File: src/rtl/viterbi_ctrl.sv
// viterbi_ctrl
// Frame-level sequencer for a rate-1/2, K=3 (4-state) Viterbi decoder.
// It takes received symbol pairs, pulses the ACS bank and survivor memory
// once per symbol, traces back through the survivor memory, and hands out
// the decoded bits oldest first.
//
// Ports
//   clk, rst_n      clock, synchronous active-low reset
//   start           begin a frame (only looked at while idle)
//   sym_valid/ready received-symbol handshake, sym_in = {bit1, bit0}
//   bmc_pair        registered symbol presented to the branch-metric bank
//   acs_clear       one-cycle pulse that initialises the path metrics
//   acs_en          one-cycle pulse per accepted symbol
//   surv_wr_en      survivor write strobe (coincident with acs_en)
//   surv_addr       survivor address for writes and reads, 0 when idle
//   surv_rd_en      survivor read strobe; surv_rd_data valid one cycle later
//   best_state      minimum-metric state reported by the ACS bank
//   tb_state        current traceback state
//   dec_valid/ready decoded-bit handshake, dec_bit = decoded bit
//   busy            high whenever a frame is in progress
//   frame_done      one-cycle pulse after the last decoded bit is taken
module viterbi_ctrl #(
  parameter int FRAME_LEN = 16,
  parameter int ADDR_W    = 4
) (
  input  logic              clk,
  input  logic              rst_n,
  input  logic              start,
  input  logic              sym_valid,
  input  logic [1:0]        sym_in,
  output logic              sym_ready,
  output logic [1:0]        bmc_pair,
  output logic              acs_clear,
  output logic              acs_en,
  output logic              surv_wr_en,
  output logic [ADDR_W-1:0] surv_addr,
  output logic              surv_rd_en,
  input  logic [3:0]        surv_rd_data,
  input  logic [1:0]        best_state,
  output logic [1:0]        tb_state,
  output logic              dec_valid,
  output logic              dec_bit,
  input  logic              dec_ready,
  output logic              busy,
  output logic              frame_done
);

  typedef enum logic [2:0] {
    IDLE,
    ACCEPT,
    TB_INIT,
    TB_RD,
    TB_WAIT,
    OUT
  } state_t;

  localparam logic [ADDR_W-1:0] LAST     = ADDR_W'(FRAME_LEN - 1);
  localparam logic [ADDR_W:0]   LAST_EXT = (ADDR_W + 1)'(FRAME_LEN - 1);

  state_t               state;
  state_t               state_nxt;
  logic [ADDR_W-1:0]    sym_cnt;
  logic [ADDR_W-1:0]    tb_addr;
  logic [ADDR_W-1:0]    out_idx;
  logic                 acs_pend;
  logic                 last_taken;
  logic [FRAME_LEN-1:0] dec_buf;
  logic [ADDR_W:0]      taken_cnt;
  logic                 sym_hs;
  logic                 dec_hs;

  // A symbol registered at the previous edge has not yet been counted in
  // sym_cnt, so the index of the symbol being accepted now is sym_cnt plus
  // the pending one.
  assign taken_cnt = {1'b0, sym_cnt} + {{ADDR_W{1'b0}}, acs_pend};
  assign sym_hs    = sym_valid & sym_ready;
  assign dec_hs    = dec_valid & dec_ready;

  // Next-state and strobe decode. The ACS/survivor strobes come from the
  // acs_pend flag, so they land one cycle after each symbol handshake; the
  // state leaves ACCEPT only during the final symbol's ACS cycle.
  always_comb begin
    state_nxt  = state;
    sym_ready  = 1'b0;
    acs_en     = 1'b0;
    surv_wr_en = 1'b0;
    surv_rd_en = 1'b0;
    surv_addr  = '0;
    dec_valid  = 1'b0;
    dec_bit    = 1'b0;
    busy       = (state != IDLE);
    case (state)
      IDLE: begin
        if (start) state_nxt = ACCEPT;
      end
      ACCEPT: begin
        sym_ready = !last_taken;
        if (acs_pend) begin
          acs_en     = 1'b1;
          surv_wr_en = 1'b1;
          surv_addr  = sym_cnt;
          if (last_taken) state_nxt = TB_INIT;
        end
      end
      TB_INIT: begin
        state_nxt = TB_RD;
      end
      TB_RD: begin
        surv_rd_en = 1'b1;
        surv_addr  = tb_addr;
        state_nxt  = TB_WAIT;
      end
      TB_WAIT: begin
        state_nxt = (tb_addr == '0) ? OUT : TB_RD;
      end
      OUT: begin
        dec_valid = 1'b1;
        dec_bit   = dec_buf[out_idx];
        if (dec_ready && (out_idx == LAST)) state_nxt = IDLE;
      end
      default: begin
        state_nxt = IDLE;
      end
    endcase
  end

  // State register plus all counters and data registers. Counters saturate
  // at FRAME_LEN-1 instead of wrapping; the traceback walks tb_addr down
  // from the newest survivor column to the oldest, filling dec_buf so the
  // output stage can read it in forward order.
  always_ff @(posedge clk) begin
    if (!rst_n) begin
      state      <= IDLE;
      sym_cnt    <= '0;
      tb_addr    <= '0;
      out_idx    <= '0;
      acs_pend   <= 1'b0;
      last_taken <= 1'b0;
      dec_buf    <= '0;
      bmc_pair   <= 2'b00;
      tb_state   <= 2'b00;
      acs_clear  <= 1'b0;
      frame_done <= 1'b0;
    end else begin
      state      <= state_nxt;
      acs_clear  <= (state == IDLE) && start;
      frame_done <= (state == OUT) && dec_hs && (out_idx == LAST);
      acs_pend   <= sym_hs;

      if (sym_hs) begin
        bmc_pair <= sym_in;
        if (taken_cnt == LAST_EXT) last_taken <= 1'b1;
      end

      if (acs_en && (sym_cnt != LAST)) sym_cnt <= sym_cnt + 1'b1;

      case (state)
        IDLE: begin
          if (start) begin
            sym_cnt    <= '0;
            last_taken <= 1'b0;
          end
        end
        TB_INIT: begin
          tb_state <= best_state;
          tb_addr  <= LAST;
        end
        TB_WAIT: begin
          // The newest input bit is the MSB of the state; the survivor bit
          // supplies the bit that shifts back in as the predecessor's LSB.
          dec_buf[tb_addr] <= tb_state[1];
          tb_state         <= {tb_state[0], surv_rd_data[tb_state]};
          if (tb_addr != '0) tb_addr <= tb_addr - 1'b1;
          else               out_idx <= '0;
        end
        OUT: begin
          if (dec_ready && (out_idx != LAST)) out_idx <= out_idx + 1'b1;
        end
        default: begin
        end
      endcase
    end
  end

endmodule

File: config.mk
export PLATFORM = sky130hd
export DESIGN_NAME = viterbi_ctrl
export DESIGN_NICKNAME = d
export VERILOG_FILES = /design/src/rtl/viterbi_ctrl.sv
export SDC_FILE = /design/constraint.sdc
export NUM_CORES = 1
export LEC_CHECK = 0
export ABC_CLOCK_PERIOD_IN_PS = 2000
export BUFFER_PORTS_ARGS = -buffer_cell sky130_fd_sc_hd__buf_2
export CAP_MARGIN = 20
export CORE_AREA = 2 2 97 71
export DETAILED_ROUTE_END_ITERATION = 8
export DIE_AREA = 0 0 99 73
export GPL_TIMING_DRIVEN = 0
export PLACE_DENSITY_LB_ADDON = 0.25
export REMOVE_ABC_BUFFERS = 1
export SLEW_MARGIN = 5
export SYNTH_ARGS = -nofsm -noshare
export SYNTH_HDL_FRONTEND = slang
export SYNTH_SLANG_ARGS = --single-unit
File: constraint.sdc
create_clock -name clk -period 2 [get_ports clk]
set_clock_uncertainty 0.05 [all_clocks]
set_input_delay 0.1 -clock clk [delete_from_list [all_inputs] [get_ports clk]]
set_output_delay 0.1 -clock clk [all_outputs]
set_load 0.05 [all_outputs]
# ---- Yosys cells after proc, flatten, opt, wreduce, memory -nomap -nowiden
# Cells that the tools add are included.
dict set report word_totals {
  register_bits 39
  latch_bits 0
  mem_bits_rw 0
  mem_bits_ro 0
  input_bits 13
  out_inout_bits 17
  elab_cells 88
  n_memories 0
}
dict set report op_classes {
  add_sub_neg 4
  n_mul 0
  n_div 0
  n_lt_le_gt_ge 4
  eq_ne 16
  shift 0
  n_mux 34
  bitwise_logic 2
  reduce_logical 17
}
# operator n
set op_table {}
lappend op_table {{$mux 4} 7}
lappend op_table {{$pmux 4 s2} 3}
lappend op_table {{$pmux 3 s6} 1}
lappend op_table {{$bwmux 16} 1}
lappend op_table {{$mux 3} 5}
lappend op_table {{$mux 1} 13}
lappend op_table {{$ne 2x2->1 const B} 6}
lappend op_table {{$lt 4x5->1 const B} 2}
lappend op_table {{$add 4x1->4 const B} 2}
lappend op_table {{$ne 4x4->1 const B} 2}
lappend op_table {{$logic_and 1x1->1} 7}
lappend op_table {{$eq 3x2->1 const B} 2}
lappend op_table {{$eq 3x3->1 const B} 2}
lappend op_table {{$add 4x1->5} 1}
lappend op_table {{$eq 5x4->1 const B} 1}
lappend op_table {{$bmux 1 s4} 1}
lappend op_table {{$demux 1 s4} 1}
lappend op_table {{$eq 4x4->1 const B} 1}
lappend op_table {{$ge 4x1->1 const B} 1}
lappend op_table {{$logic_not 4->1} 1}
lappend op_table {{$pmux 2 s2} 1}
lappend op_table {{$reduce_and 4->1} 1}
lappend op_table {{$reduce_bool 2->1} 2}
lappend op_table {{$reduce_bool 4->1} 1}
lappend op_table {{11 further kinds} 12}

# ---- Logic depth before layout (Yosys ltp)
dict set report depth {
  word_depth 6
  mapped_depth 7
  depth_no_buf 6
}

# ---- Least setup slack after synthesis
# OpenSTA, ideal clock, no wires.
dict set report synth_path {
  kind {flip-flop to output port}
  startpoint {register state[1]}
  endpoint {output surv_addr[1]}
  arrival_ps 1961
  path_slack_ps -111
  stages_incl_launch_ff 5
  path_buffers 1
  path_cell_list {dfxtp_1 > buf_4 > inv_1 > nor2_1 > a22o_1}
}
dict set report synth_between {
  elab_chain_len 2
}
# item line
set synth_rtl {}
lappend synth_rtl {{from (decl)} 60} ;# state_t state;
lappend synth_rtl {{from (signal assigned)} 145} ;# state <= state_nxt;
lappend synth_rtl {{$eq 3x2->1 or $eq 3x1->1 (tied branches)} 92} ;# case (state)
lappend synth_rtl {{$pmux 4 s2 (*)} 92}
lappend synth_rtl {{to (decl)} 36} ;# output logic [ADDR_W-1:0] surv_addr,
# Every way passes the cells marked *; elsewhere a longest branch is shown, timed or not.

# ---- Final worst setup path
dict set report layout_path {
  startpoint {register state[0]}
  endpoint {output surv_addr[1]}
}
# The elaborated chain is that of the path after synthesis.

==> impl_metrics.toml <==
[grt]
antenna_found_initial = 0
pin_count_of_the_biggest_net_entering_global_routing = 26
top_usage_layer = "met1"
met1_use_gr = 0.2195
grt_use_met3 = 0.03640
grt_pass1_vias = 1671
grt_pass1_wl_microns = 8314
globalRouteMet2Util = 0.1989
gr-usage-all-layers = 0.1455
grt_overflow_total = 0

[critical_path]
cp.arrival_ns = 1.79
path_max_fanout = 11
worstSetupEndpointType = "output pin"
sequence_of_cells_on_the_critical_path = "nor4bb_4 > clkdlybuf4s18_2 > a22o_1 > clkbuf_4"
crit_path_start_kind = "register"
max_stage_delay_ns = 0.47
crit_path_class = "register to output pin"
critPathSlowestCell = "sky130_fd_sc_hd__dfxtp_4"
data_required_time_of_the_critical_path_ns = 1.85

[die]
floorplan.die_area_sq_um = 7227
core_region_area_sq_um = 6412
io-pin-count = 30
dieWidth_microns = 99
number_of_rows_in_the_core_area = 25
die_height_microns = 73
floorplan.initialDensity = 0.3305

[sta]
rsz0062_at_grt = "no"
min_period_ns = 1.940
worst_slack_ns = 0.06048
max_freq_mhz = 515.6
finalMaxSlewViolations = 0
report.final.hold_viol_count = 0
worst_slew_margin_rel = 0.4371
min_period_over_period = 0.9698
report.final.setup_viol = 0
tightest_slew_ns = 0.8435

[logic_synthesis]
post_synth_inst_count = 234
syn_avg_cell_area_sq_um = 9.058
synth_edf_count = 0
synthDominantAreaCellType = "sky130_fd_sc_hd__dfxtp_1"
postSynthRegisterBits = 39
synth.top_cells.by_count = "sky130_fd_sc_hd__dfxtp_1 (39), sky130_fd_sc_hd__nor2_1 (35), sky130_fd_sc_hd__mux2i_1 (23), sky130_fd_sc_hd__nand3_1 (19), sky130_fd_sc_hd__nand2_1 (13)"
ys.warnings.count = 0
synth_most_common_cell = "sky130_fd_sc_hd__dfxtp_1"
ys_seq_area_frac = 0.3684
mappedNetlistArea_sq_um = 2120
synth_largest_type_area_fraction = 0.3684
synthDistinctLibCells = 45
synth_flop_cell = "sky130_fd_sc_hd__dfxtp_1"
post_synth_main_area_contributors = "sky130_fd_sc_hd__dfxtp_1 (37%), sky130_fd_sc_hd__mux2i_1 (11%), sky130_fd_sc_hd__nor2_1 (6.2%), sky130_fd_sc_hd__ha_1 (5.3%), sky130_fd_sc_hd__nand3_1 (4.5%)"
postSynth.asyncResetShare = 0

[cts]
clk_pin_slew_ns = 0.08
maximum_count_of_clock_buffers_along_a_single_path = 2
cts-htree-levels = 2
cts_tree = "done"
tritoncts_num_sinks = 39
clock_insertion_delay_worst_skew_ns = 0.30
numCtsBuffers = 5
clock_tree.root_cell = "sky130_fd_sc_hd__clkbuf_8"

[power]
internal-power_mw = 1.052
switching_share = 0.2583
p_leak_nw = 1.071
p_seq_frac = 0.556
power-per-cell-area_nw_per_um2 = 561.0
switchingPower_mw = 0.3663
clkPwrFrac = 0.382
combPwrFrac = 0.061
max-vdd-ir-drop_mv = 0.2210

[finish]
layout.cell_area.non_filler_sq_um = 2529
layout-area-overhead-vs-synth_pct = 19.30
multi_input_area_sq_um = 1282
area.sequential_sq_um = 792.0
design.final.nets = 284
final_core_util = 0.3943
layout.filler_cells = 638
drive_gt1_frac = 0.2471
antenna_cells_inserted = 0

[route]
initialDrtViolationCount = 80
detail_route.wl_per_cell_microns = 14.41
avgViaCountPerCell = 5.067
wl_microns = 4956
ant_nets = 0
vias = 1743
drt_pass1_iterations = 4
drc_errors = 0

[flow_run]
max_cap_viols = 0

[place]
place_ws_ns = -0.3925
routabilityCongestion = 0.7956
hpwl_microns = 3259
placed_area_sq_um = 2283
place.port_buffers = 29

[worst_hold_path]
hp-class = "input pin to register"

[outcome]
run_status = "finished clean"
## cell type report
class | count | share of cell area
tap | 81 | 0.04008
inverter | 7 | 0.01039
timing repair buffer | 38 | 0.09401
sequential | 39 | 0.3132
multi-input combinational | 171 | 0.5072
clock inverter | 3 | 0.007917
clock buffer | 5 | 0.02721
## critical path: cells and delay by family (launching register included)
family / cells / cell delay [ns]
and+or+nand+nor: 1 / 0.35
buffers and inverters: 2 / 0.53
AOI/OAI and AO/OA: 1 / 0.14
DFF: 1 / 0.47
## path summary, 6_finish.rpt
kind / startpoint / to / slack, ns / cells after the start
min: start / acs_clear / 0.04 / 3
min reg2reg: bmc_pair[1] / bmc_pair[1] / 0.44 / 2
max: state[0] / surv_addr[1] / 0.06 / 4
max reg2reg: tb_addr[0] / tb_addr[0] / 0.16 / 6
## logic make-up after synthesis
group | Yosys count | synth area share
xor+xnor | 6 | 0.02479
compound gates | 25 | 0.08679
buf+inv | 25 | 0.05608
simple gates | 102 | 0.2597
mux | 28 | 0.1511
flops | 39 | 0.3684
fa+ha+maj | 9 | 0.05313
## power by group through the flow
stage / combinational, mW / sequential [mW] / clock, mW
after floorplan: 0.0405 / 0.816 / 0
after global placement: 0.0807 / 0.807 / 0
after detailed placement: 0.0817 / 0.807 / 0
after CTS: 0.0863 / 0.789 / 0.561
after global routing: 0.0934 / 0.791 / 0.592
final: 0.0868 / 0.789 / 0.542
## metrics by stage
stage	cells	total power, mW	TNS [ns]	hold slack [ns]
2_1_floorplan	216	0.8568	-23.73	0.1717
3_3_place_gp	326	0.8882	-3.314	0.2917
3_5_place_dp	327	0.8890	-1.491	0.3034
4_1_cts	342	1.436	0	0.02973
5_1_grt	344	1.476	0	0.05415
6_report	344	1.419	0	0.03753
## sequential cells by signal, summed over array words and instances, names as in the netlist
signal and count:
dec_buf 16, frame_done 1, state 3, out_idx 4, tb_addr 4, acs_clear 1
last_taken 1, tb_state 2, sym_cnt 4, acs_pend 1, bmc_pair 2
## cell usage in the layout (no fill, tap or decap), types with 7 or more instances in the layout
cell / count
sky130_fd_sc_hd__inv_1: 7
sky130_fd_sc_hd__buf_2: 27
sky130_fd_sc_hd__ha_1: 9
sky130_fd_sc_hd__nand2_1: 13
sky130_fd_sc_hd__nand4_1: 8
sky130_fd_sc_hd__nand3_1: 19
sky130_fd_sc_hd__nor2_1: 35
sky130_fd_sc_hd__dfxtp_1: 34
sky130_fd_sc_hd__mux2i_1: 23
## layer usage
layer  vias to the layer above  wire length [microns]
met5                         -                      0
met4                         0                     61
met3                         7                    246
met2                        35                   1960
met1                       815                   2687
li1                        886                      -
## what timing repair did
action,4_1_cts,5_1_grt
buffers inserted,4,2
hold buffers,2,0
gates cloned,1,0
endpoints found under the hold margin,2,0
gates resized for setup,12,6
setup endpoints to repair,11,6
pin swaps,1,2
Power figures use the tool's default switching activity.
